File: src/rtl/dmem_arbiter.sv
// Round-robin arbiter sharing one 1-cycle-latency data BRAM between the CPU data
// port (0) and a secondary master (1); one latched transaction at a time.
module dmem_arbiter #(
    parameter int XLEN       = 32,
    parameter int ADDR_WIDTH = 11
) (
    input  logic                  i_clk,
    input  logic                  i_rst,
    input  logic                  i_req0,
    input  logic                  i_we0,
    input  logic [ADDR_WIDTH-1:0] i_addr0,
    input  logic [XLEN-1:0]       i_data0,
    input  logic                  i_req1,
    input  logic                  i_we1,
    input  logic [ADDR_WIDTH-1:0] i_addr1,
    input  logic [XLEN-1:0]       i_data1,
    output logic                  o_valid0,
    output logic [XLEN-1:0]       o_data0,
    output logic                  o_valid1,
    output logic [XLEN-1:0]       o_data1,
    output logic                  o_mem_we,
    output logic [ADDR_WIDTH-1:0] o_mem_addr,
    output logic [XLEN-1:0]       o_mem_data,
    input  logic [XLEN-1:0]       i_mem_q,
    output logic                  o_busy,
    output logic [1:0]            o_gnt
);

    typedef enum logic [1:0] {IDLE, ACCESS, RESP} state_t;

    state_t                state, state_nxt;
    logic                  last;
    logic                  grant_id;
    logic                  take;
    logic                  lat_we;
    logic                  lat_id;
    logic [ADDR_WIDTH-1:0] lat_addr;
    logic [XLEN-1:0]       lat_data;

    // Under contention the port not granted last time wins; otherwise the sole requester.
    assign grant_id = (i_req0 && i_req1) ? ~last : ~i_req0;

    always_comb begin
        state_nxt = state;
        take      = 1'b0;
        o_mem_we  = 1'b0;
        o_valid0  = 1'b0;
        o_valid1  = 1'b0;
        o_busy    = 1'b0;
        o_gnt     = 2'b00;
        case (state)
            IDLE: begin
                if (i_req0 || i_req1) begin
                    take      = 1'b1;
                    state_nxt = ACCESS;
                end
            end
            ACCESS: begin
                o_busy    = 1'b1;
                o_gnt     = lat_id ? 2'b10 : 2'b01;
                o_mem_we  = lat_we & ~i_rst;
                state_nxt = RESP;
            end
            RESP: begin
                o_busy    = 1'b1;
                o_gnt     = lat_id ? 2'b10 : 2'b01;
                o_valid0  = ~lat_id & ~i_rst;
                o_valid1  = lat_id & ~i_rst;
                state_nxt = IDLE;
            end
            default: state_nxt = IDLE;
        endcase
    end

    always_ff @(posedge i_clk) begin
        if (i_rst) begin
            state    <= IDLE;
            last     <= 1'b1;
            lat_we   <= 1'b0;
            lat_id   <= 1'b0;
            lat_addr <= '0;
            lat_data <= '0;
        end else begin
            state <= state_nxt;
            if (take) begin
                last     <= grant_id;
                lat_id   <= grant_id;
                lat_we   <= grant_id ? i_we1   : i_we0;
                lat_addr <= grant_id ? i_addr1 : i_addr0;
                lat_data <= grant_id ? i_data1 : i_data0;
            end
        end
    end

    // The latched copies only change on a new grant, so the memory bus holds outside ACCESS.
    assign o_mem_addr = lat_addr;
    assign o_mem_data = lat_data;
    assign o_data0    = o_valid0 ? i_mem_q : '0;
    assign o_data1    = o_valid1 ? i_mem_q : '0;

endmodule
File: config.mk
export PLATFORM = sky130hd
export DESIGN_NAME = dmem_arbiter
export DESIGN_NICKNAME = d
export VERILOG_FILES = /design/src/rtl/dmem_arbiter.sv
export SDC_FILE = /design/constraint.sdc
export NUM_CORES = 1
export LEC_CHECK = 0
export BUFFER_PORTS_ARGS = -buffer_cell sky130_fd_sc_hd__buf_4
export CAP_MARGIN = 20
export CORE_AREA = 2 2 93 95
export DETAILED_ROUTE_END_ITERATION = 7
export DIE_AREA = 0 0 95 97
export GPL_ROUTABILITY_DRIVEN = 0
export PLACE_DENSITY = 0.72
export SYNTH_ARGS = -nofsm -noshare
export SYNTH_HDL_FRONTEND = slang
export SYNTH_SLANG_ARGS = --single-unit
File: constraint.sdc
create_clock -name i_clk -period 1.8 [get_ports i_clk]
set_clock_uncertainty 0.1 [all_clocks]
set_input_delay 0.09 -clock i_clk [delete_from_list [all_inputs] [get_ports i_clk]]
set_output_delay 0.09 -clock i_clk [all_outputs]
set_load 0.02 [all_outputs]
==> key figures <==
Status
  • Status: finished clean

Timing
  • Slew @ Worst Pin: 0.547 ns
  • Fmax: 559 MHz
  • RSZ-0062 raised after global routing: yes
  • Max-Slew Margin vs Limit: 63.5%
  • Max-slew violations: 0
  • Fin worst setup slack: 0.0117 ns
  • Final setup viols: 0
  • Period utilization: 99.3%
  • Final min period: 1.79 ns
  • Final-report hold violation count: 0

Logic synthesis
  • Post-Syn Area per Cell: 7.74 um2
  • FF+latch count, synth: 48
  • Unique masters post-synth: 25
  • Leading area contributor after synthesis: dfxtp_1
  • Post-synth EDFFs: 0
  • Synth async-reset ratio: 0%
  • Ranking of synthesized cells by area: dfxtp_1, and2_1, a311oi_1, nand3_1, nor2_1
  • Synth Warn #: 0
  • Cells after Synth: around 360
  • Seq/Total Area, Yosys: 34.9%
  • Share of Yosys cell area claimed by the top area cell type: a little over a third
  • Post-synthesis cell area: 2760 um2
  • Syn Nets: 484
  • Most common flop cell mapped by yosys: dfxtp_1

GRT
  • Largest net degree at the start of global routing: 65
  • Vias in the first global route: 3812
  • Total grt overflow: 0
  • Global-route wire length before repair: ~19000 um
  • Antenna violations before repair: 0
  • Gr usage total: 26.3%

Final layout
  • Post-Route Utilization: 69.6%
  • Share of layout cells above drive strength 1: between 40% and 50%
  • Non-Filler Instances: approximately 760
  • Post-layout instance area: 5660 um2
  • Nets@finish: 783
  • Final-layout fill cell count: 624
  • Ant. Diodes: 0
  • Area grow syn2layout: 105%

Power
  • Leakage: 2.66 nW
  • Final Power: between 3 and 4 mW
  • Pwr per Cell Area: 586 nW/um2
  • Worst IR drop on VDD: 0.404 mV

Clock network
  • Clock sink total: 48
  • CTS tree: built
  • Root buffer cell: clkbuf_8
  • Clk_lat worst skew: approximately 0.30 ns
  • Clock buffer depth: 2
  • # H-tree levels: 2
  • Clock transition at path regs: 0.09 ns
  • Num CTS Buffers: 5

Die
  • Die Area: 9220 um2
  • Vert. Die Dim: 97 um
  • Core Footprint: 8130 um2
  • Num rows: 33
  • I/O pin total: 237
  • Initial core utilization: 33.9%
  • Die X: 95 um

Setup path
  • Type of the worst setup path: reg2out
  • Worst EP required: 1.61 ns
  • Worst setup SP type: flop
  • Critical-path maximum fanout: 8
  • Critical path, cell by cell: inv_2 -> ha_4 -> nor3b_4 -> buf_2 -> and2_1 -> buf_4
  • CP max stage cell: dfxtp_2
  • CP endpoint kind: output pin
  • Flop2flop setup slack: 0.06 ns
  • Data arrival, critical path: roughly 1.6 ns
  • Top Family by Delay on Critical Path: buffers and inverters
  • CP peak stage delay: 0.33 ns
  • Worst path bufs/invs: 3

Route
  • Initial DRT Pass Iterations: 4
  • Wirelength per Cell: 17.4 um
  • Post-route ant nets: 0
  • Residual DRC: 0
  • Routed via count: around 4.0k
  • Via-to-Cell Ratio: 5.25
  • DR iter-0 viols: around 140
  • Post-Route WL: 13200 um

Place
  • Pre-CTS setup slack: -0.0192 ns
  • Post-DP Area: about 4500 um2
  • Post-DP HPWL: 8440 um
  • Placed insts: 665
  • Port-buffer cells: between 200 and 250

Job
  • Max Cap Viol: 0

Hold path
  • Hold WC Path Type: in2reg
-- cell usage in the layout (no fill, tap or decap), types with 2 or more instances in the layout --
| cell type | netlist | final |
|---|---|---|
| a311oi_1 | 44 | 43 |
| and2_1 | 65 | 48 |
| and2_4 | 0 | 17 |
| buf_12 | 0 | 2 |
| buf_4 | 8 | 225 |
| buf_6 | 0 | 21 |
| clkbuf_1 | 15 | 2 |
| clkbuf_8 | 0 | 5 |
| dfxtp_1 | 48 | 46 |
| dlygate4sd3_1 | 0 | 81 |
| ha_1 | 4 | 3 |
| inv_1 | 3 | 2 |
| nand3_1 | 44 | 44 |
| nor2_1 | 48 | 48 |
| nor3_1 | 2 | 2 |
| nor3b_1 | 3 | 3 |
| o21ai_0 | 33 | 33 |
| o21ai_1 | 11 | 11 |
-- synthesized netlist by cell type, types with 2 or more instances --
cell type	count
buf_4	8
inv_1	3
nor2_1	48
a311oi_1	44
nor3_1	2
and3b_1	2
dfxtp_1	48
o21ai_1	11
o21ai_0	33
buf_2	16
nand3_1	44
and2_1	65
clkbuf_1	15
ha_1	4
nor3b_1	3
-- sequential cells by signal, indices dropped and copies added (netlist names) --
| signal | flops |
|---|---|
| lat_we | 1 |
| o_mem_data | 32 |
| lat_id | 1 |
| o_mem_addr | 11 |
| last | 1 |
| state | 2 |
-- worst register-to-register path, delay by kind of cell (launching register included) --
family / cells / cell delay (ns)
AOI/OAI and AO/OA: 2 / 0.48
buffers and inverters: 3 / 0.43
DFF: 1 / 0.33
and+or+nand+nor: 1 / 0.12
adders and majority gates: 1 / 0.19
-- final timing paths --
path                                            startpoint                          end  depth (start not counted)
worst max-delay path                 state[0]$_SDFFE_PP0P_                  o_data0[28]                          6
worst min-delay path                            i_addr1[9]   o_mem_addr[9]$_SDFFE_PP0P_                          3
worst max register to register       state[0]$_SDFFE_PP0P_  o_mem_data[27]$_SDFFE_PP0P_                          7
worst min register to register  o_mem_data[3]$_SDFFE_PP0P_   o_mem_data[3]$_SDFFE_PP0P_                          2
-- metrics by stage --
stage / TNS (ns) / hold slack, ns
floorplan: 0 / 0.164
global placement: 0 / 0.286
detailed placement: -0.145 / 0.300
CTS: 0 / 0.000540
global route: -1.08 / 0.0147
finish: 0 / 0.00493
-- area by class of cell --
cell class,count,area (um2),area share [%]
Clock inverter,1,8.76,0.155
Sequential cell,48,966,17.1
Clock buffer,7,76.3,1.35
Timing Repair Buffer,331,2800,49.4
Tap cell,105,131,2.32
Inverter,3,11.3,0.199
Multi-Input combinational cell,266,1670,29.5
-- power breakdown --
group	switching [mW]	internal, mW	total [mW]
logic	0.696	0.695	1.39
clock network	0.358	0.278	0.636
registers	0.0837	1.20	1.29
total	1.14	2.18	3.31
-- layer usage --
metal / global-route usage, % / up-vias / wire length [um]
met4: 14.7 / 0 / 568
met3: 6.78 / 53 / 1010
met1: 25.1 / 1860 / 4330
met5: 0 / - / 0
met2: 49.5 / 215 / 7340
li1: - / 1868 / -
-- cell families (layout without fill, tap and decap cells) --
family	Yosys count	after routing	synth area share [%]
compound gates	90	90	22.5
flops	48	48	34.9
fa+ha+maj	4	4	1.82
simple gates	170	171	32.7
mux	1	1	0.363
buf+inv	43	342	7.72
-- timing repair --
action,CTS,global route
setup endpoints to repair,64,64
hold endpoints to repair,44,0
setup buffers,0,3
hold buffers,81,0
pin swaps,0,20
gates cloned,0,4
resized for setup,4,51
No activity file was read; power rests on OpenSTA's default activity.
